**config.mk**
```make
export PLATFORM = sky130hd
export DESIGN_NAME = d_route_ctrl
export DESIGN_NICKNAME = d
export VERILOG_FILES = /design/src/rtl/d_route_ctrl.sv
export SDC_FILE = /design/constraint.sdc
export NUM_CORES = 1
export LEC_CHECK = 0
export CAP_MARGIN = 20
export CORE_ASPECT_RATIO = 1.25
export CORE_MARGIN = 3
export CORE_UTILIZATION = 50
export DETAILED_ROUTE_END_ITERATION = 16
export PLACE_DENSITY = 0.78
export RECOVER_POWER = 25
export SKIP_CTS_REPAIR_TIMING = 1
export SYNTH_ARGS = -nofsm -noshare
export SYNTH_HDL_FRONTEND = slang
export SYNTH_SLANG_ARGS = --single-unit
```
**constraint.sdc**
```tcl
create_clock -name clk -period 6.1 [get_ports clk]
set_clock_uncertainty 0.1 [all_clocks]
set_input_delay 1.22 -clock clk [delete_from_list [all_inputs] [get_ports clk]]
set_output_delay 1.22 -clock clk [all_outputs]
set_load 0.1 [all_outputs]
```
**src/rtl/d_route_ctrl.sv**
```systemverilog
// Routes words popped from a virtual-channel FIFO into the D0/D1 destination FIFOs.
// Credit counters track downstream occupancy so pops never overrun either destination.
module d_route_ctrl #(
    parameter int unsigned data_width    = 6,
    parameter int unsigned address_width = 2
) (
    input  logic                  clk,
    input  logic                  reset,
    input  logic                  init,
    input  logic [3:0]            umbral_D0_in,
    input  logic [3:0]            umbral_D1_in,
    input  logic                  vc_empty,
    input  logic [data_width-1:0] vc_data,
    input  logic                  d0_rd_enable,
    input  logic                  d1_rd_enable,
    output logic                  vc_rd_enable,
    output logic                  d0_wr_enable,
    output logic                  d1_wr_enable,
    output logic [data_width-1:0] d_data_out,
    output logic                  idle_out,
    output logic                  error_out
);

    localparam int unsigned Depth = 1 << address_width;
    localparam int unsigned OccW  = address_width + 1;
    localparam logic [OccW-1:0] DepthOcc = OccW'(Depth);
    localparam logic [3:0]      DepthUmb = 4'(Depth);

    typedef enum logic [2:0] {
        StReset,
        StInit,
        StIdle,
        StActive,
        StError
    } state_e;

    state_e                r_state;
    state_e                w_state_next;
    logic [OccW-1:0]       r_thr_d0;
    logic [OccW-1:0]       r_thr_d1;
    logic [OccW-1:0]       r_occ_d0;
    logic [OccW-1:0]       r_occ_d1;
    logic [1:0]            r_pending;
    logic                  r_rd_q;
    logic                  r_d0_wr;
    logic                  r_d1_wr;
    logic [data_width-1:0] r_data;

    logic                  w_err;
    logic                  w_flush;
    logic                  w_room_d0;
    logic                  w_room_d1;
    logic                  w_pop;
    logic                  w_write;
    logic                  w_dest;

    function automatic logic [OccW-1:0] clamp_thr(input logic [3:0] umb);
        if (umb == 4'd0) begin
            return OccW'(1);
        end else if (umb > DepthUmb) begin
            return DepthOcc;
        end else begin
            return umb[OccW-1:0];
        end
    endfunction

    assign w_err = (d0_rd_enable && (r_occ_d0 == '0))
                 | (d1_rd_enable && (r_occ_d1 == '0))
                 | (r_d0_wr && (r_occ_d0 == DepthOcc))
                 | (r_d1_wr && (r_occ_d1 == DepthOcc));

    assign w_flush = w_err | (r_state == StError);

    // Words still in flight count against both destinations: their target is not yet known.
    assign w_room_d0 = ({1'b0, r_occ_d0} + {{(OccW-1){1'b0}}, r_pending}) < {1'b0, r_thr_d0};
    assign w_room_d1 = ({1'b0, r_occ_d1} + {{(OccW-1){1'b0}}, r_pending}) < {1'b0, r_thr_d1};

    assign w_pop = ((r_state == StIdle) || (r_state == StActive)) && !init && !vc_empty
                && w_room_d0 && w_room_d1 && !w_err;

    assign w_write = r_d0_wr | r_d1_wr;
    assign w_dest  = vc_data[data_width-2];

    always_comb begin
        w_state_next = r_state;
        case (r_state)
            StReset: begin
                if (init) w_state_next = StInit;
            end
            StInit: begin
                if (!init) w_state_next = StIdle;
            end
            StIdle: begin
                if (init) begin
                    w_state_next = StInit;
                end else if (w_pop) begin
                    w_state_next = StActive;
                end
            end
            StActive: begin
                if (init) begin
                    w_state_next = StInit;
                end else if (vc_empty && (r_pending == 2'd0)) begin
                    w_state_next = StIdle;
                end
            end
            StError: begin
                w_state_next = StError;
            end
            default: begin
                w_state_next = StReset;
            end
        endcase
        if (w_err) w_state_next = StError;
    end

    always_ff @(posedge clk or posedge reset) begin
        if (reset) begin
            r_state   <= StReset;
            r_thr_d0  <= DepthOcc;
            r_thr_d1  <= DepthOcc;
            r_occ_d0  <= '0;
            r_occ_d1  <= '0;
            r_pending <= '0;
            r_rd_q    <= 1'b0;
            r_d0_wr   <= 1'b0;
            r_d1_wr   <= 1'b0;
            r_data    <= '0;
        end else begin
            r_state <= w_state_next;

            if (r_state == StInit) begin
                r_thr_d0 <= clamp_thr(umbral_D0_in);
                r_thr_d1 <= clamp_thr(umbral_D1_in);
            end

            r_rd_q <= w_pop;

            // vc_data is valid the cycle after the pop; capture it into the write stage.
            if (r_rd_q && !w_flush) begin
                r_d0_wr <= !w_dest;
                r_d1_wr <= w_dest;
                r_data  <= vc_data;
            end else begin
                r_d0_wr <= 1'b0;
                r_d1_wr <= 1'b0;
                r_data  <= '0;
            end

            if (w_flush) begin
                r_pending <= '0;
            end else if (w_pop && !w_write) begin
                r_pending <= r_pending + 2'd1;
            end else if (!w_pop && w_write) begin
                r_pending <= r_pending - 2'd1;
            end

            if (!w_flush) begin
                if (r_d0_wr && !d0_rd_enable) begin
                    r_occ_d0 <= r_occ_d0 + OccW'(1);
                end else if (!r_d0_wr && d0_rd_enable) begin
                    r_occ_d0 <= r_occ_d0 - OccW'(1);
                end
                if (r_d1_wr && !d1_rd_enable) begin
                    r_occ_d1 <= r_occ_d1 + OccW'(1);
                end else if (!r_d1_wr && d1_rd_enable) begin
                    r_occ_d1 <= r_occ_d1 - OccW'(1);
                end
            end
        end
    end

    assign vc_rd_enable = w_pop;
    assign d0_wr_enable = r_d0_wr;
    assign d1_wr_enable = r_d1_wr;
    assign d_data_out   = r_data;
    assign idle_out     = (r_state == StIdle);
    assign error_out    = (r_state == StError);

endmodule

```
==> flow_metrics.tcl, run 1 <==
set metrics [dict create \
    wl_per_cell_um 13.8 \
    p_sw_w 0.000343 \
    area_growth_pct 23.0 \
    power_frac_seq 0.384 \
    hp-class "flip-flop to flip-flop" \
    power.density_nw_per_um2 418 \
    die_area_um2 3690 \
    status "completed" \
    port_buffers 30 \
    setup_viol 0 \
    synth_top_family_by_area "simple AND/OR/NAND/NOR gates" \
    cts_max_level 1 \
    cap_violations 0 \
    slew_viol_final 0 \
    vias 1151 \
    synthMuxAreaShare 0.0410 \
    async_reset_ff_frac 1.00 \
    avgSynthCellArea_um2 10.2 \
    drt_iter0_drc 23 \
    combPwrFrac 0.522 \
    crit_fanout 6 \
    synth_edf_count 0 \
    overflow 0 \
    clkTransAtPathRegs_ps 140 \
    n_fill_cell 237 \
    grt_first_pass_wirelength_um 5080 \
    dpl.hpwl_um 2350 \
    p_total_w 0.000769 \
    clkSinkCount 25 \
    final_nets 213 \
    synthSimpleGateAreaFrac 0.176 \
    clkPwrFrac 0.094 \
    swShare 0.446 \
    synth_flop_cell "dfrtp_1" \
    syn_nets 181 \
    grt_pass1_vias 1214 \
    root_buffer "clkbuf_4" \
    vias_per_cell 5.43 \
    synth.most_common_cell "dfrtp_1" \
    synth_top_cell_by_area "dfrtp_1" \
    fin_crit_ps 4270 \
    clock_path_buffers 2 \
    crit_arrival_ps 2950 \
    p_int_w 0.000426 \
    tns_ps 0 \
    io_pins 31 \
    fmax_mhz 234 \
    relSlewSlack 0.344 \
    ys_seq_elements 25 \
    cts_buffers 3 \
    row_count 21 \
    netlist_area_um2 1500 \
    netlist_top_cells_count "dfrtp_1 (23), inv_1 (17), nand2_1 (14)" \
    grt_start_max_net_pins 26 \
    die_w_um 54.9 \
    hold_viol_final 0 \
    synth_top_area_share 0.385 \
    antenna_found_initial 0 \
    clock_latency_ps 310 \
    ir_worst_vdd_uv 238 \
    initial_core_util 0.542 \
    synthXorXnorAreaFrac 0.0527 \
    required_ps 4780 \
    seq_area_frac_synth 0.420 \
    antennaDiodeCount 0 \
    synth_compound_area_frac 0.115 \
    core_um2 2760 \
    grt_use_total 0.187 \
    drive_above_1_share 0.0955 \
    cts_tree "built" \
    rsz0062_at_grt "no" \
    synth_warnings 0 \
    critPathKind "flip-flop to output pin" \
    ant_nets 0 \
    cp-end-kind "output pin" \
    first_pass_iters 5 \
    synthAdderAreaFrac 0.137 \
    drc 0 \
    p_leak_nw 0.853 \
    die_h_um 67.1 \
    wl_um 2930 \
    startpoint_type "flip-flop" \
    finalCritPeriodShare 0.699 \
    yosysUniqueCellTypes 38 \
    synth_cells 147 \
    tightest_slew_ps 981 \
    synthTopCellsByArea "dfrtp_1 (38%), ha_1 (8.4%), fa_1 (5.4%)" \
    place_congestion 0.826 \
]
## critical path, cell delays in order, from the launching register on
cell,delay (ps)
dfrtp_1,480
ha_1,250
fa_1,390
xor2_1,160
ha_1,180
nor4_1,280
o211ai_1,160
nor4_1,360
buf_4,370
## cell usage in the layout, fill, tap and decap left out, types with 2 or more instances in the layout
cell and instances:
a211o_2 2, a21oi_1 2, and2_1 7, clkbuf_4 3
clkdlybuf4s50_1 26, dfrtp_1 23, dfstp_2 2, dlygate4sd3_1 3
fa_1 4, ha_1 10, inv_1 17, mux2_4 2
mux2i_1 2, nand2_1 14, nor2_1 9, nor2_4 2
nor3_1 4, nor3b_1 2, nor4_1 3, nor4b_1 2
o21ai_0 11, o22ai_1 2, or2_2 2, xnor2_1 3
xor2_1 6
## sequential cells by signal, indices dropped and copies added (netlist names)
name,count
d_data_out,6
r_pending,2
r_occ_d1,3
r_occ_d0,3
r_thr_d0,3
r_thr_d1,3
d0_wr_enable,1
r_state,3
r_rd_q,1
## power groups by stage
stage / Combinational (W) / Sequential [W] / Clock (W)
2_1_floorplan: 0.000314 / 0.000298 / 0
3_3_place_gp: 0.000385 / 0.000296 / 0
3_5_place_dp: 0.000402 / 0.000299 / 0
4_1_cts: 0.000406 / 0.000295 / 0.0000737
5_1_grt: 0.000459 / 0.000305 / 0.0000817
6_report: 0.000402 / 0.000295 / 0.0000720
## cells by family after synthesis
kind of cell / count (synthesis)
xor gates and xnor gates: 9
muxes: 5
DFF: 25
buffers and inverters: 20
adders and majority gates: 14
AOI/OAI and AO/OA: 25
and+or+nand+nor: 49
## cell type report
class | count | area (um^2) | area share
multi-input combinational | 102 | 781 | 0.424
timing repair buffer | 30 | 298 | 0.162
sequential | 25 | 628 | 0.341
clock buffer | 4 | 26.3 | 0.0143
inverter | 17 | 63.8 | 0.0347
tap | 34 | 42.5 | 0.0231
## per-layer routing
metal | vias to the layer above | routed length (um) | track usage
met1 | 563 | 1160 | 0.213
li1 | 558 | - | -
met3 | 4 | 123 | 0.0287
met2 | 26 | 1600 | 0.342
met4 | 0 | 34 | 0.0669
met5 | - | 0 | 0
## through the flow
step	setup slack (ps)	hold WS, ps	area, um^2	std cells	util
global placement	1870	370	1810	208	0.657
CTS	1810	395	1840	212	0.667
global route	1630	440	1840	212	0.667
finish	1830	388	1840	212	0.667
floorplan	178	342	1500	147	-
detailed placement	1860	375	1810	208	0.657
## path summary, 6_finish.rpt
check / from / end / slack, ps / cells past startpoint
worst max-delay path: r_pending[0]$_DFFE_PP0P_ / vc_rd_enable / 1830 / 8
worst min-delay path: r_thr_d1[2]$_DFFE_PP1N_ / r_thr_d1[2]$_DFFE_PP1N_ / 390 / 2
worst max register to register: r_pending[0]$_DFFE_PP0P_ / r_state[1]$_DFFE_PP0P_ / 3070 / 9
worst min register to register: r_thr_d1[2]$_DFFE_PP1N_ / r_thr_d1[2]$_DFFE_PP1N_ / 390 / 2
max in group asynchronous: reset / r_occ_d1[0]$_DFFE_PP0P_ / 3910 / 2
min in group asynchronous: reset / r_occ_d0[2]$_DFFE_PP0P_ / 1430 / 2
(Power assumes the default switching activity.)
==> inputs of run 2 (changes only) <==
==> constraint.sdc (replaced) <==
create_clock -name clk -period 4.4 [get_ports clk]
set_clock_uncertainty 0.1 [all_clocks]
set_input_delay 0.88 -clock clk [delete_from_list [all_inputs] [get_ports clk]]
set_output_delay 0.88 -clock clk [all_outputs]
set_load 0.1 [all_outputs]
==> flow_metrics.tcl, run 2 (synthesized netlist as in run 1, its figures left out) <==
set metrics [dict create \
    drive_above_1_share 0.101 \
    die_area_um2 3690 \
    p_sw_w 0.000493 \
    finalCritPeriodShare 0.859 \
    fin_crit_ps 3780 \
    path_cells "ha_1 -> fa_1 -> xor2_1 -> ha_1 -> nor4_1 -> o211ai_1 -> nor4_2 -> buf_4" \
    relSlewSlack 0.348 \
    place_congestion 0.767 \
    timing.rr.end "r_state[1]$_DFFE_PP0P_" \
    worst_setup_path_startpoint "r_occ_d1[0]$_DFFE_PP0P_" \
    cts_max_level 1 \
    overflow 0 \
    status "completed" \
    wl_um 2880 \
    swShare 0.453 \
    place_ws_ps 959 \
    final_area_um2 1850 \
    endpoint "vc_rd_enable" \
    core_um2 2760 \
    power.density_nw_per_um2 590 \
    cp_top_family "adder cells" \
    cts_tree "built" \
    port_buffers 30 \
    drt_iter0_drc 22 \
    grt_pass1_vias 1187 \
    crit_fanout 4 \
    die_w_um 54.9 \
    tns_ps 0 \
    layout_common_cells "clkdlybuf4s50_1 (26), dfrtp_1 (23), inv_1 (17)" \
    p_leak_nw 0.853 \
    clock_latency_ps 320 \
    die_h_um 67.1 \
    path_common_cell "ha_1" \
    vias_per_cell 5.33 \
    combPwrFrac 0.527 \
    placed_area_um2 1820 \
    r2r_start "r_occ_d1[0]$_DFFE_PP0P_" \
    hp-class "flip-flop to flip-flop" \
    ant_nets 0 \
    clkPwrFrac 0.097 \
    row_count 21 \
    holdWs_ps 401 \
    fmax_mhz 265 \
    final_nets 213 \
    grt_first_pass_wirelength_um 5020 \
    critPathKind "flip-flop to output pin" \
    reg2reg_slack_ps 1350 \
    path_buf_inv 1 \
    grt_use_total 0.184 \
    antenna_found_initial 0 \
    final_common_cell "clkdlybuf4s50_1" \
    clkSinkCount 25 \
    startpoint_type "flip-flop" \
    critPathSlowestCell "dfrtp_1" \
    largest_reg_flops 6 \
    root_buffer "clkbuf_4" \
    vias 1129 \
    cts_buffers 3 \
    tightest_slew_ps 975 \
    rr_worst_depth 9 \
    antennaDiodeCount 0 \
    cp_num_cells 8 \
    drc 0 \
    crit_arrival_ps 2800 \
    io_pins 31 \
    cap_violations 0 \
    p_int_w 0.000595 \
    first_pass_iters 4 \
    initial_core_util 0.542 \
    slew_viol_final 0 \
    rsz0062_at_grt "no" \
    hold_viol_final 0 \
    required_ps 3420 \
    wl_per_cell_um 13.6 \
    ir_worst_vdd_uv 308 \
    power_frac_seq 0.377 \
    cp-end-kind "output pin" \
    clock_path_buffers 2 \
    clkTransAtPathRegs_ps 140 \
    area_growth_pct 23.4 \
    fin_ws_ps 620 \
    grt_start_max_net_pins 26 \
    slowest_delay_ps 460 \
    dpl.hpwl_um 2270 \
    setup_viol 0 \
]
==> run 2: metrics by stage <==
step | util | power (W) | cells
global placement | 0.659 | 0.000954 | 208
finish | 0.669 | 0.00109 | 212
CTS | 0.669 | 0.00109 | 212
global route | 0.669 | 0.00118 | 212
floorplan | - | 0.000853 | 147
detailed placement | 0.659 | 0.000989 | 208
==> run 2: power groups by stage <==
stage / Sequential, W / Combinational (W) / Clock [W]
detailed placement: 0.000415 / 0.000574 / 0
floorplan: 0.000412 / 0.000440 / 0
finish: 0.000410 / 0.000573 / 0.000105
global route: 0.000425 / 0.000642 / 0.000116
CTS: 0.000411 / 0.000576 / 0.000104
global placement: 0.000408 / 0.000546 / 0
==> run 2: layout make-up <==
class	count	area [um^2]
timing repair buffer	30	298
clock buffer	4	26.3
fill	232	913
inverter	17	63.8
tap	34	42.5
sequential	25	628
multi-input combinational	102	787
==> run 2: layer usage <==
metal / global-route usage / up-vias / share of wire
met3: 0.0353 / 7 / 0.055
li1: - / 556 / -
met2: 0.314 / 30 / 0.50
met1: 0.227 / 536 / 0.43
met4: 0.0638 / 0 / 0.017
met5: 0 / - / 0
==> run 2: how the worst min path moves through the flow <==
stage | to | startpoint | cells after the start | slack, ps
detailed placement | r_thr_d1[2]$_DFFE_PP1N_ | r_thr_d1[2]$_DFFE_PP1N_ | 2 | 380
global placement | r_thr_d1[2]$_DFFE_PP1N_ | r_thr_d1[2]$_DFFE_PP1N_ | 2 | 370
floorplan | r_thr_d0[0]$_DFFE_PP0N_ | r_thr_d0[0]$_DFFE_PP0N_ | 2 | 340
CTS | r_thr_d1[2]$_DFFE_PP1N_ | r_thr_d1[2]$_DFFE_PP1N_ | 2 | 400
global route | r_thr_d1[2]$_DFFE_PP1N_ | r_thr_d1[2]$_DFFE_PP1N_ | 2 | 420
finish | r_thr_d1[2]$_DFFE_PP1N_ | r_thr_d1[2]$_DFFE_PP1N_ | 2 | 400
==> run 2: tightest hold or removal path: stages, from the launching register on <==
cell     delay [ps]
dfstp_2         400
nand2_1          40
o21ai_0          70
